===== config.mk =====
export PLATFORM = sky130hd
export DESIGN_NAME = gc2bin_arb
export DESIGN_NICKNAME = d
export VERILOG_FILES = /design/src/rtl/gc2bin_arb.sv
export SDC_FILE = /design/constraint.sdc
export NUM_CORES = 1
export LEC_CHECK = 0
export CORE_UTILIZATION = 44
export DETAILED_ROUTE_END_ITERATION = 7
export PLACE_DENSITY_LB_ADDON = 0.3
export SKIP_CTS_REPAIR_TIMING = 1
export SLEW_MARGIN = 20
export SYNTH_ARGS = -nofsm -noshare
export SYNTH_HDL_FRONTEND = slang
export SYNTH_SLANG_ARGS = --single-unit
export TNS_END_PERCENT = 100

===== constraint.sdc =====
create_clock -name clk -period 3 [get_ports clk]
set_input_delay 0.6 -clock clk [delete_from_list [all_inputs] [get_ports clk]]
set_output_delay 0.6 -clock clk [all_outputs]
set_load 0.03 [all_outputs]

===== src/rtl/gc2bin_arb.sv =====
// gc2bin_arb: round-robin arbiter feeding one shared Gray-to-binary converter into a one-word output register
module gc2bin_arb #(
    parameter int DATA_WIDTH = 4,
    parameter int NUM_REQ    = 4
) (
    input  logic                          clk,
    input  logic                          rst_n,
    input  logic                          en,
    input  logic                          bypass,
    input  logic [NUM_REQ-1:0]            req_valid,
    input  logic [NUM_REQ*DATA_WIDTH-1:0] req_gc,
    output logic [NUM_REQ-1:0]            req_ready,
    output logic                          out_valid,
    input  logic                          out_ready,
    output logic [DATA_WIDTH-1:0]         out_bin,
    output logic [1:0]                    out_id,
    output logic [15:0]                   accept_cnt
);
    typedef enum logic {IDLE, FULL} state_t;
    state_t state, state_nxt;
    logic [1:0] rr_ptr, grant;
    logic found, can_take, accept;
    logic [DATA_WIDTH-1:0] sel_gc, conv;

    // first valid requester at or after rr_ptr, wrapping 3 -> 0
    always_comb begin
        grant = rr_ptr;
        found = 1'b0;
        for (int k = 0; k < NUM_REQ; k++) begin
            if (!found && req_valid[rr_ptr + k[1:0]]) begin
                grant = rr_ptr + k[1:0];
                found = 1'b1;
            end
        end
    end

    assign out_valid = (state == FULL);
    assign can_take  = rst_n & en & (!out_valid | out_ready);
    assign accept    = can_take & found;
    assign req_ready = accept ? ({{(NUM_REQ-1){1'b0}}, 1'b1} << grant) : '0;
    assign sel_gc    = req_gc[grant*DATA_WIDTH +: DATA_WIDTH];

    // shared converter: each binary bit is the XOR of all Gray bits at or above it
    always_comb begin
        conv = '0;
        for (int k = 0; k < DATA_WIDTH; k++) conv[k] = ^(sel_gc >> k);
    end

    // output-register occupancy state
    always_ff @(posedge clk or negedge rst_n) begin
        if (!rst_n) state <= IDLE;
        else        state <= state_nxt;
    end

    // an accept always fills the register; a drain without an accept empties it
    always_comb begin
        state_nxt = state;
        if (accept)                      state_nxt = FULL;
        else if (out_valid && out_ready) state_nxt = IDLE;
    end

    // capture the granted word, advance the pointer and count accepts
    always_ff @(posedge clk or negedge rst_n) begin
        if (!rst_n) begin
            out_bin    <= '0;
            out_id     <= '0;
            rr_ptr     <= '0;
            accept_cnt <= '0;
        end else if (accept) begin
            out_bin    <= bypass ? sel_gc : conv;
            out_id     <= grant;
            rr_ptr     <= grant + 2'd1;
            accept_cnt <= accept_cnt + 16'd1;
        end
    end
endmodule

* Word-level counts from Yosys, hierarchy flattened
Cells that the tools add are included.
** Word-level totals
- Bits in registers :: 25
** Operators by class
- Add/sub/neg operators :: 5
- $lt $le $gt $ge :: 4
- Multiplexer cells :: 19
- Bitwise logic cells :: 4
- Reduce and logical (&&, ||, !) cells :: 13
- Shift operators :: 2
** Operator list (count)
- $add 16x1->16 const B :: 1
- $reduce_xor 4->1 :: 4
- $shiftx 16x5->4 :: 1
- $lt 2x3->1 const B :: 4
- $mux 1 :: 10
- $bmux 1 s2 :: 4
- $mux 4 :: 2
- $mux 2 :: 3
- $add 2x1->2 const B :: 2
- $add 2x2->2 const B :: 2
- $logic_and 1x1->1 :: 4
- $logic_not 1->1 :: 4
- $shl 1x2->4 const A :: 1
- $and 1x1->1 :: 3
- $reduce_bool 2->1 :: 1
- $or 1x1->1 :: 1

* Longest topological paths before layout
- Word-level depth :: 15
- Depth in mapped cells :: 9
- Mapped depth without buffers :: 9

* Worst setup path before layout
No wires, ideal clock.
- Path kind :: input to register
- Start :: input req_valid[0]
- End :: register out_bin[0]
- Setup slack :: 0.241 ns
- Setup time :: 0.082 ns
- Data arrival time :: 2.677 ns
- Buffers on the path :: 0
- Required time :: 2.918 ns
- Stages on the path :: 7
- Path through :: nor2b_2 -> a2111o_1 -> a221o_1 -> a211o_1 -> and3_4 -> or4_1 -> a31oi_1
** On the way
- Cells in the longest elaborated chain, start to end :: 15
** RTL lines
- start, declared :: RTL line 10 : input logic [NUM_REQ-1:0] req_valid,
- $bmux 1 s2 :: RTL line 30 : if (!found && req_valid[rr_ptr + k[1:0]]) begin
- $mux 1 (implied by the code) :: RTL line 30
- $mux 1 :: RTL line 30
- $logic_not 1->1 :: RTL line 30
- $logic_and 1x1->1 :: RTL line 30
- $mux 1 :: RTL line 30
- $logic_not 1->1 :: RTL line 30
- $logic_and 1x1->1 :: RTL line 30
- $mux 1 :: RTL line 30
- $logic_not 1->1 :: RTL line 30
- $logic_and 1x1->1 :: RTL line 30
- $mux 2 :: RTL line 30
- $shiftx 16x5->4 :: RTL line 41 : assign sel_gc = req_gc[grant*DATA_WIDTH +: DATA_WIDTH];
- $reduce_xor 4->1 :: RTL line 46 : for (int k = 0; k < DATA_WIDTH; k++) conv[k] = ^(sel_gc >> k);
- $mux 4 :: RTL line 70 : out_bin <= bypass ? sel_gc : conv;
- end signal, assigned :: RTL line 70
- end, declared :: RTL line 15 : output logic [DATA_WIDTH-1:0] out_bin,
Parallel ways exist; a longest one is shown, timed or not. The select of a mux whose other input is x is not followed.
A chain may end at the register's enable or synchronous reset.

* Worst setup path in the final report
- Start :: input req_valid[1]
- End :: output req_ready[1]
** On the way
- Cells in the longest elaborated chain, start to end :: 14
** RTL lines
- $bmux 1 s2 :: RTL line 30
- $mux 1 (implied by the code) :: RTL line 30
- $mux 1 :: RTL line 30
- $logic_not 1->1 :: RTL line 30
- $logic_and 1x1->1 :: RTL line 30
- $mux 1 :: RTL line 30
- $logic_not 1->1 :: RTL line 30
- $logic_and 1x1->1 :: RTL line 30
- $mux 1 :: RTL line 30
- $logic_not 1->1 :: RTL line 30
- $logic_and 1x1->1 :: RTL line 30
- $mux 2 * :: RTL line 30
- named net grant[1] :: RTL line 21 : logic [1:0] rr_ptr, grant;
- $shl 1x2->4 * :: RTL line 40 : assign req_ready = accept ? ({{(NUM_REQ-1){1'b0}}, 1'b1} << grant) : '0;
- $mux 4 * :: RTL line 40
- end, declared :: RTL line 12 : output logic [NUM_REQ-1:0] req_ready,
The timed path passes the listed nets; every way through them passes the cells marked *. The select of a mux whose other input is x is not followed.

==> metrics.txt <==
outcome finished clean; Min Hold Slack 0.494 ns; Core Box Area 0.00303 sq mm; CTS tree yes; Initial Util a little under half; Avg WL per Cell 12.5 um; Crit path arrival time 2.32 ns; FFs w/ async S/R, synth 100%; antenna-violating nets left 0; vias in the first global route 1,278; Final Slew Violations 0; Area after DPL 0.00205 sq mm; DR iter-0 viols 40; post-synthesis adder-cell area fraction 4.50%; pin count of the biggest net entering global routing 27; hold path start accept_cnt[15]; max-slew headroom at the worst pin 69.8%; via/cell ratio just over 5; Rows 20; via count 1,336; IO Pins 52; maximum clock rate 342 MHz; Critical Path Fanout Max 7; number of CTS-inserted buffers 3; Pwr per Cell Area 679 mW/mm^2; RSZ-0062 raised after global routing no; FF-to-FF Start rr_ptr[1]; Post-Syn Nets around 180; Worst-Skew Late Latency 0.31 ns; clock-pin transition on the worst setup and hold timing paths 0.13 ns; Pint 0.849 mW; Hold Path Sink accept_cnt[15]; worst hold path type flop to flop; R2R Setup Slk approximately 0.38 ns; DRC viols 0; Final Hold Fails 0; Tot GR Track Use between 20% and 30%; dpl cells 259; Power, Total 1.43 mW; largest family of logic cells by synthesized area simple AND/OR/NAND/NOR gates; endpoints failing setup 0; post-synthesis xor/xnor area fraction between 10% and 20%; Seq cells post-synth 25; grt peak-use layer met2; fin cells ~260; GR Util met3 1.34%; routability-driven placement congestion ratio around 0.83; Mapped Cells approximately 150; Die X 58.2 um; H-tree depth 1; RR Endpoint out_bin[0]; Period minus WS final 2.92 ns; area grow syn2layout 51.7%; first-pass GRT wire length between 5000 and 6000 um; sequential area share after synthesis 45.0%; mux cell area share after synthesis 0%; Synth Flop Type dfrtp_1; Worst Setup End Kind output pin; Leak 0.950 nW; post-route cell area 0.00211 sq mm; initial antenna violation count 0; Worst Skew 0.00442 ns; met2 usage 41.2%; Comb pwr share 55.7%; Hold Path Cell Cnt 1; Synth Area in Compound Gates 14.0%; Setup TNS 0 ns; Final period util between 90% and 100%; Simple-Gate Fraction of Synth Area 24.3%; number of max-cap violations 0; fin nets roughly 250; Avg Inst Size Synth 9.15 sq um; CP startpoint kind primary input; CTS sink cnt 25; Worst-Margin Slew 0.452 ns; M1 GR Usage about a quarter; source of the critical timing path req_valid[1]; share of layout cells above drive strength 1 13.2%; Synth Warn # 0; R2R cell count 8; clk buf depth 2; Sw Share between 40% and 50%; Required @ worst endpoint 2.40 ns; Yosys cell types 37; Post-synth EDFFs 0; die area ~0.0034 sq mm; DP Wirelength 2720 um; WL final approximately 3300 um; P_sw 0.583 mW; Setup CP Type primary input to output pin; grt ovf 0; DR pass1 iterations 4; die extent in y ~58 um; diode count 0; port bufs 51; sequential power share roughly a third; Mapped Area 0.00139 sq mm; Peak VDD IR around 320 uV; clock tree root buffer cell clkbuf_4; clock power share 10.4%
==> area by class of cell <==
| class | instances | area, sq um |
|---|---|---|
| clock buffer | 4 | 26.3 |
| fill | 259 | 920 |
| tap | 44 | 55.1 |
| multi-input combinational | 119 | 747 |
| inverter | 4 | 15.0 |
| timing repair buffer | 68 | 639 |
| sequential | 25 | 626 |
==> layout by cell type (no fill, tap or decap), types with 2 or more instances in the layout <==
cell	count
nand4_1	5
nor2_1	11
dfrtp_1	25
and2_1	5
nand2_1	27
a31oi_1	2
and4_1	2
dlymetal6s2s_1	3
a21oi_1	7
nand2b_1	2
buf_4	20
and3_1	4
xnor2_1	12
xor2_1	4
ha_1	5
nor2b_1	2
nand3_1	4
clkdlybuf4s50_1	44
o21ai_1	2
o21ai_0	8
inv_1	3
clkbuf_4	3
==> worst max path at each step <==
stage                         endpoint  slack, ns  cells past startpoint
after detailed placement    out_bin[0]      -0.33                      8
after global routing      req_ready[1]      0.006                      9
after floorplan             out_bin[0]       0.24                      7
after global placement      out_bin[0]      -0.25                      8
after CTS                 req_ready[3]      -0.25                      9
final                     req_ready[1]       0.08                      9
==> cells by family (layout without fill, tap and decap cells) <==
| family | after synthesis | after routing |
|---|---|---|
| buf+inv | 8 | 76 |
| xor+xnor | 16 | 16 |
| fa+ha+maj | 5 | 5 |
| flops | 25 | 25 |
| simple gates | 68 | 68 |
| compound gates | 30 | 30 |
==> sequential cells by signal (all words and copies together) (netlist names) <==
name	flops
out_valid	1
accept_cnt	16
out_id	2
rr_ptr	2
out_bin	4
==> metal layers <==
metal	vias up	wire length, um
li1	668	-
met1	630	1400
met2	34	1750
met3	4	91
met4	0	60
met5	-	0
==> worst max-delay path: stages <==
cell,delay [ns]
clkdlybuf4s50_1,0.42
buf_4,0.16
a2111o_1,0.35
nand2_2,0.11
buf_6,0.13
inv_2,0.07
ha_1,0.18
and2_1,0.13
buf_4,0.16
==> stage by stage <==
step                util, %  worst slack [ns]
global placement       67.7            -0.246
CTS                    68.6            -0.248
detailed placement     67.7            -0.327
finish                 69.6            0.0795
floorplan                 -             0.241
global route           69.6           0.00612
==> synth_stat cells (2+ instances only) <==
master / n / area [sq um]
a21oi_1: 7 / 35.0
a31oi_1: 2 / 12.5
and2_1: 5 / 31.3
and3_1: 4 / 25.0
and4_1: 2 / 17.5
clkbuf_1: 4 / 15.0
dfrtp_1: 25 / 626
ha_1: 5 / 62.6
inv_1: 3 / 11.3
nand2_1: 27 / 101
nand2b_1: 2 / 12.5
nand3_1: 4 / 20.0
nand4_1: 5 / 31.3
nor2_1: 11 / 41.3
nor2b_1: 2 / 12.5
o21ai_0: 8 / 40.0
o21ai_1: 2 / 10.0
xnor2_1: 12 / 105
xor2_1: 4 / 35.0
==> power groups by stage <==
stage | sequential (mW) | clock (mW) | combinational, mW
finish | 0.486 | 0.149 | 0.797
global route | 0.499 | 0.165 | 0.870
CTS | 0.485 | 0.153 | 0.787
detailed placement | 0.492 | 0 | 0.785
global placement | 0.488 | 0 | 0.755
floorplan | 0.610 | 0 | 0.306
(Power assumes the default switching activity.)
